### src/rtl/cpu_ctrl_pkg.sv
// Shared types and constants for the hardwired CPU control sequencer:
// state encoding, opcode values, IR field positions and opcode classification.
package cpu_ctrl_pkg;

  typedef enum logic [3:0] {
    ST_RST  = 4'd0,
    ST_T0   = 4'd1,
    ST_T1   = 4'd2,
    ST_T2   = 4'd3,
    ST_T3   = 4'd4,
    ST_T4   = 4'd5,
    ST_T5   = 4'd6,
    ST_T6   = 4'd7,
    ST_HALT = 4'd8
  } state_t;

  typedef enum logic [2:0] {
    CLS_NOP    = 3'd0,
    CLS_ALU3   = 3'd1,
    CLS_MULDIV = 3'd2,
    CLS_UNARY  = 3'd3,
    CLS_HALT   = 3'd4
  } op_class_t;

  localparam logic [4:0] OP_ADD  = 5'b00011;
  localparam logic [4:0] OP_ROL  = 5'b01000;
  localparam logic [4:0] OP_SHL  = 5'b01011;
  localparam logic [4:0] OP_DIV  = 5'b01111;
  localparam logic [4:0] OP_MUL  = 5'b10000;
  localparam logic [4:0] OP_NEG  = 5'b10001;
  localparam logic [4:0] OP_NOT  = 5'b10010;
  localparam logic [4:0] OP_HALT = 5'b11011;

  localparam int OPC_MSB = 31;
  localparam int OPC_LSB = 27;
  localparam int RA_MSB  = 26;
  localparam int RA_LSB  = 23;
  localparam int RB_MSB  = 22;
  localparam int RB_LSB  = 19;
  localparam int RC_MSB  = 18;
  localparam int RC_LSB  = 15;

  // ALU3 is a contiguous opcode range (ADD..SHL, ROL included).
  function automatic op_class_t op_class(input logic [4:0] opc);
    op_class_t cls;
    cls = CLS_NOP;
    if (opc >= OP_ADD && opc <= OP_SHL) begin
      cls = CLS_ALU3;
    end else if (opc == OP_DIV || opc == OP_MUL) begin
      cls = CLS_MULDIV;
    end else if (opc == OP_NEG || opc == OP_NOT) begin
      cls = CLS_UNARY;
    end else if (opc == OP_HALT) begin
      cls = CLS_HALT;
    end
    return cls;
  endfunction

endpackage

### src/rtl/control_sequencer_reg_select.sv
// Converts a 4-bit register field into a one-hot enable vector, gated by en.
module reg_select_decoder #(
  parameter int NUM_REGS = 16
) (
  input  logic [3:0]          sel,
  input  logic                en,
  output logic [NUM_REGS-1:0] onehot
);

  genvar gi;
  generate
    for (gi = 0; gi < NUM_REGS; gi++) begin : g_bit
      assign onehot[gi] = en && (32'(sel) == gi);
    end
  endgenerate

endmodule

### src/rtl/control_sequencer.sv
// Hardwired control unit: fetch T0-T2, decode, and execute sequencing for
// ALU3, MUL/DIV and NEG/NOT instructions; Moore strobes for the datapath.
module control_sequencer
  import cpu_ctrl_pkg::*;
#(
  parameter int NUM_REGS = 16
) (
  input  logic                clock,
  input  logic                clear,
  input  logic [31:0]         ir,
  input  logic                mem_rdy,
  input  logic                stop,
  output logic                pc_out,
  output logic                pc_in,
  output logic                inc_pc,
  output logic                mar_in,
  output logic                mdr_in,
  output logic                mdr_out,
  output logic                read,
  output logic                ir_in,
  output logic                y_in,
  output logic                z_high_in,
  output logic                z_low_in,
  output logic                z_high_out,
  output logic                z_low_out,
  output logic                hi_in,
  output logic                lo_in,
  output logic [4:0]          alu_op,
  output logic [NUM_REGS-1:0] reg_in,
  output logic [NUM_REGS-1:0] reg_out,
  output logic                run,
  output logic [3:0]          state
);

  state_t     state_reg;
  state_t     state_next;
  op_class_t  cls;
  logic [4:0] opcode;
  logic [3:0] ra;
  logic [3:0] rb;
  logic [3:0] rc;
  logic       reg_in_en;
  logic       reg_out_en;
  logic [3:0] reg_out_sel;
  logic       unused_ir;

  assign opcode    = ir[OPC_MSB:OPC_LSB];
  assign ra        = ir[RA_MSB:RA_LSB];
  assign rb        = ir[RB_MSB:RB_LSB];
  assign rc        = ir[RC_MSB:RC_LSB];
  assign cls       = op_class(opcode);
  assign unused_ir = ^ir[RC_LSB-1:0];

  always_ff @(posedge clock or negedge clear) begin
    if (!clear) begin
      state_reg <= ST_RST;
    end else begin
      state_reg <= state_next;
    end
  end

  // Execute states fall back to T0 if the class does not expect them.
  always_comb begin
    state_next = state_reg;
    case (state_reg)
      ST_RST:  state_next = ST_T0;
      ST_T0:   state_next = stop ? ST_HALT : ST_T1;
      ST_T1:   state_next = mem_rdy ? ST_T2 : ST_T1;
      ST_T2: begin
        case (cls)
          CLS_ALU3, CLS_MULDIV, CLS_UNARY: state_next = ST_T3;
          CLS_HALT:                        state_next = ST_HALT;
          default:                         state_next = ST_T0;
        endcase
      end
      ST_T3:   state_next = (cls == CLS_NOP || cls == CLS_HALT) ? ST_T0 : ST_T4;
      ST_T4:   state_next = (cls == CLS_ALU3 || cls == CLS_MULDIV) ? ST_T5 : ST_T0;
      ST_T5:   state_next = (cls == CLS_MULDIV) ? ST_T6 : ST_T0;
      ST_T6:   state_next = ST_T0;
      ST_HALT: state_next = ST_HALT;
      default: state_next = ST_RST;
    endcase
  end

  always_comb begin
    pc_out      = 1'b0;
    pc_in       = 1'b0;
    inc_pc      = 1'b0;
    mar_in      = 1'b0;
    mdr_in      = 1'b0;
    mdr_out     = 1'b0;
    read        = 1'b0;
    ir_in       = 1'b0;
    y_in        = 1'b0;
    z_high_in   = 1'b0;
    z_low_in    = 1'b0;
    z_high_out  = 1'b0;
    z_low_out   = 1'b0;
    hi_in       = 1'b0;
    lo_in       = 1'b0;
    alu_op      = 5'b00000;
    reg_in_en   = 1'b0;
    reg_out_en  = 1'b0;
    reg_out_sel = rb;
    case (state_reg)
      ST_T0: begin
        pc_out = 1'b1;
        mar_in = 1'b1;
        inc_pc = 1'b1;
        pc_in  = 1'b1;
      end
      ST_T1: begin
        read   = 1'b1;
        mdr_in = 1'b1;
      end
      ST_T2: begin
        mdr_out = 1'b1;
        ir_in   = 1'b1;
      end
      ST_T3: begin
        if (cls == CLS_ALU3 || cls == CLS_MULDIV) begin
          reg_out_en  = 1'b1;
          reg_out_sel = rc;
          y_in        = 1'b1;
        end else if (cls == CLS_UNARY) begin
          reg_out_en = 1'b1;
          alu_op     = opcode;
          z_low_in   = 1'b1;
        end
      end
      ST_T4: begin
        if (cls == CLS_ALU3 || cls == CLS_MULDIV) begin
          reg_out_en = 1'b1;
          alu_op     = opcode;
          z_low_in   = 1'b1;
          z_high_in  = (cls == CLS_MULDIV);
        end else if (cls == CLS_UNARY) begin
          z_low_out = 1'b1;
          reg_in_en = 1'b1;
        end
      end
      ST_T5: begin
        if (cls == CLS_ALU3) begin
          z_low_out = 1'b1;
          reg_in_en = 1'b1;
        end else if (cls == CLS_MULDIV) begin
          z_low_out = 1'b1;
          lo_in     = 1'b1;
        end
      end
      ST_T6: begin
        if (cls == CLS_MULDIV) begin
          z_high_out = 1'b1;
          hi_in      = 1'b1;
        end
      end
      default: begin
      end
    endcase
  end

  assign run   = (state_reg != ST_RST) && (state_reg != ST_HALT);
  assign state = state_reg;

  reg_select_decoder #(.NUM_REGS(NUM_REGS)) u_reg_in_dec (
    .sel    (ra),
    .en     (reg_in_en),
    .onehot (reg_in)
  );

  reg_select_decoder #(.NUM_REGS(NUM_REGS)) u_reg_out_dec (
    .sel    (reg_out_sel),
    .en     (reg_out_en),
    .onehot (reg_out)
  );

endmodule
### config.mk
export PLATFORM = sky130hd
export DESIGN_NAME = control_sequencer
export DESIGN_NICKNAME = d
export VERILOG_FILES = /design/src/rtl/cpu_ctrl_pkg.sv /design/src/rtl/control_sequencer_reg_select.sv /design/src/rtl/control_sequencer.sv
export SDC_FILE = /design/constraint.sdc
export NUM_CORES = 1
export LEC_CHECK = 0
export CORE_MARGIN = 10
export CORE_UTILIZATION = 34
export CTS_CLUSTER_DIAMETER = 120
export CTS_CLUSTER_SIZE = 10
export DETAILED_ROUTE_END_ITERATION = 7
export PLACE_DENSITY = 0.9
export SYNTH_ARGS = -nofsm -noshare
export SYNTH_HDL_FRONTEND = slang
export SYNTH_HIERARCHICAL = 1
export SYNTH_SLANG_ARGS = --single-unit
### constraint.sdc
create_clock -name clock -period 5.14 [get_ports clock]
set_input_delay 1.028 -clock clock [delete_from_list [all_inputs] [get_ports clock]]
set_output_delay 1.028 -clock clock [all_outputs]
set_load 0.005 [all_outputs]
==> flow_metrics.env, run 1 <==
export IMPL_finalMaxSlewViolations=0
export IMPL_dieHeight_microns=74.6
export IMPL_synth_edf_count=0
export IMPL_final_cell_area_sq_um=1770
export IMPL_ys_seq_elements=4
export IMPL_yosys_area_share_simple_pct=51.2
export IMPL_grt_util_met3_pct=8.15
export IMPL_setup_ws_ps=289
export IMPL_ys_warnings_count=6
export IMPL_p_per_area_nw_per_um2=196
export IMPL_setup_violations=0
export IMPL_pin_count=93
export IMPL_clk_latency_ps=230
export IMPL_syn_nets=183
export IMPL_dp_cells=245
export IMPL_seq_area_frac_synth_pct=9.86
export IMPL_vias=1329
export IMPL_arrival_ps=3820
export IMPL_dp_hpwl_microns=3270
export IMPL_setup_tns_ps=0
export IMPL_synth_top_family_by_area="simple AND/OR/NAND/NOR gates"
export IMPL_fmax_mhz=206
export IMPL_grt_setup_unrepaired="false"
export IMPL_syn_area_sq_um=1010
export IMPL_syn_avg_cell_area_sq_um=6.90
export IMPL_worst_r2r_cell_count=4
export IMPL_gp_congestion=0.821
export IMPL_start_util_pct=36.2
export IMPL_path_cells="clkdlybuf4s50_1 > buf_4 > or2b_2 > a21oi_4 > o21ai_4 > mux2_4 > or3b_4 > nor2_1 > clkdlybuf4s50_1"
export IMPL_slowest_delay_ps=530
export IMPL_synthArstFlopShare_pct=100
export IMPL_vias_per_cell=5.36
export IMPL_rows=19
export IMPL_met2_usage_pct=22.8
export IMPL_post_cts_buffers=0
export IMPL_hold_buffers=0
export IMPL_drv_cap=0
export IMPL_core_area_sq_um=2810
export IMPL_clock_sinks=4
export IMPL_diodes=0
export IMPL_timing_rr_start="state[0]"
export IMPL_hp_class="flop to flop"
export IMPL_syn_instance_count=147
export IMPL_largest_reg_flops=4
export IMPL_slowest_stage="clkdlybuf4s50_1"
export IMPL_startpoint="ir[29]"
export IMPL_ys_flop_type="dfrtp_1"
export IMPL_outcome="completed"
export IMPL_final_cell_mix="77 x clkdlybuf4s50_1, 37 x nor2_1, 13 x nor3_1, 10 x nand2_1, 8 x nand2b_1"
export IMPL_cts_tree="built"
export IMPL_slew_headroom_pct=59.0
export IMPL_yosys_mux_area_fraction_pct=7.03
export IMPL_leakage_nw=0.623
export IMPL_synth_fa_ha_area_share_pct=0
export IMPL_synth_compound_area_share_pct=16.8
export IMPL_required_ps=4110
export IMPL_hold_viol_final=0
export IMPL_fin_nets=255
export IMPL_start_kind="input pin"
export IMPL_drtAntennaViolNets=0
export IMPL_synthToLayoutAreaGrowth_pct=74.1
export IMPL_drtIter0Drc=28
export IMPL_drt_first_pass_iters=4
export IMPL_antenna_found_initial=0
export IMPL_synth_cell_types=45
export IMPL_clk_pin_slew_ps=40
export IMPL_min_period_ps=4850
export IMPL_die_area_sq_um=5570
export IMPL_cts_buffers=3
export IMPL_finalClockSkew_ps=2.56
export IMPL_dpl_worst_slack_ps=269
export IMPL_fin_hold_ws_ps=670
export IMPL_grt_max_degree=17
export IMPL_drive_above_1_share_pct=12.9
export IMPL_reg2reg_to="state[0]"
export IMPL_root_buffer="clkbuf_4"
export IMPL_dpl_cell_area_sq_um=1740
export IMPL_critPathKind="input pin to output port"
export IMPL_r2r_setup_slack_ps=3350
export IMPL_cts_resized=0
export IMPL_grt_pass1_vias=1282
export IMPL_fin_crit_sh_pct=94.4
export IMPL_route_detailed_drc=0
export IMPL_use_met1_pct=12.6
export IMPL_worstMarginPinSlew_ps=611
export IMPL_critical_path_endpoint="reg_out[1]"
export IMPL_layout_cells_non_filler=248
export IMPL_final_common_cell="clkdlybuf4s50_1"
export IMPL_drt_total_wl_microns=3860
export IMPL_grt_overflow_total=0
export IMPL_routedWlPerCell_microns=15.6
export IMPL_grt_pass1_wl_microns=5810
export IMPL_clockBufferDepth=2
export IMPL_port_buffer_count=77
export IMPL_grt_busiest_layer="met2"
export IMPL_cp_end_kind="output port"
export IMPL_critical_path_most_common_cell="clkdlybuf4s50_1"
export IMPL_crit_fanout=11
export IMPL_max_vdd_ir_drop_v=0.000131
export IMPL_die_width_microns=74.6
export IMPL_synthXorXnorAreaFrac_pct=1.73
export IMPL_grtUsageTotal_pct=12.8
export IMPL_htreeDepth=1
metal layers:
layer | share of wire (%) | up-vias
li1 | - | 649
met1 | 37 | 609
met2 | 46 | 71
met3 | 17 | 0
met4 | 0 | 0
met5 | 0 | -
cells in the mapped netlist (2+ instances only):
cell | n | area [sq um]
mux2_4 | 4 | 60.1
buf_6 | 2 | 22.5
buf_4 | 8 | 60.1
nor2_1 | 37 | 139
o32ai_1 | 2 | 17.5
dfrtp_1 | 4 | 100
nand2_1 | 10 | 37.5
nor3_1 | 13 | 65.1
or3_1 | 5 | 31.3
a21oi_1 | 4 | 20.0
clkbuf_1 | 3 | 11.3
nand3_1 | 4 | 20.0
nand3b_1 | 4 | 30.0
inv_1 | 5 | 18.8
nor4bb_1 | 2 | 20.0
nand2b_1 | 8 | 50.1
or3b_4 | 2 | 22.5
nor2b_1 | 2 | 12.5
nor3_2 | 2 | 20.0
cell type report:
| class | count | area [sq um] |
|---|---|---|
| inverters | 5 | 18.8 |
| flip-flops and latches | 4 | 100 |
| well taps | 31 | 38.8 |
| fillers | 265 | 1040 |
| clock buffers | 3 | 22.5 |
| repair buffers | 82 | 808 |
| multi-input cells | 123 | 778 |
worst max-delay path, delay by kind of cell:
family | cells | cell delay (ps)
AND/OR/NAND/NOR | 3 | 880
buffers and inverters | 3 | 1230
multiplexers | 1 | 340
AO/OA/AOI/OAI | 2 | 340
cells by family after synthesis:
logic type	after synthesis
muxes	5
DFF	4
buffers and inverters	20
AOI/OAI and AO/OA	20
xor gates and xnor gates	2
and+or+nand+nor	96
report_power, final:
part           total, mW  internal, mW  switching [mW]
Sequential        0.0810        0.0421          0.0390
Clock             0.0389        0.0261          0.0128
Combinational      0.227         0.135          0.0920
Total              0.347         0.203           0.144
through the flow:
stage	utilization [%]	power (mW)
after floorplan	-	0.214
after global placement	62.2	0.301
after detailed placement	62.2	0.308
after CTS	63.0	0.351
after global routing	63.0	0.374
final	63.0	0.347
worst min path at each step:
| stage | startpoint | to | slack (ps) | cells past startpoint |
|---|---|---|---|---|
| 2_1_floorplan | state[3] | state[0] | 680 | 2 |
| 3_3_place_gp | state[3] | state[3] | 630 | 1 |
| 3_5_place_dp | state[3] | state[3] | 650 | 1 |
| 4_1_cts | state[3] | state[3] | 660 | 1 |
| 5_1_grt | state[3] | state[3] | 700 | 1 |
| 6_report | state[3] | state[3] | 670 | 1 |
No activity file was read; power rests on OpenSTA's default activity.
==> inputs of run 2 (changes only) <==
- CTS_CLUSTER_DIAMETER: 120 -> default
==> results of run 2 <==
Final layout, timing and power as in run 1 (identical DEF).
==> inputs of run 3 (changes only) <==
- SKIP_LAST_GASP: default -> 1
==> results of run 3 <==
Final layout, timing and power as in run 1 (identical DEF).
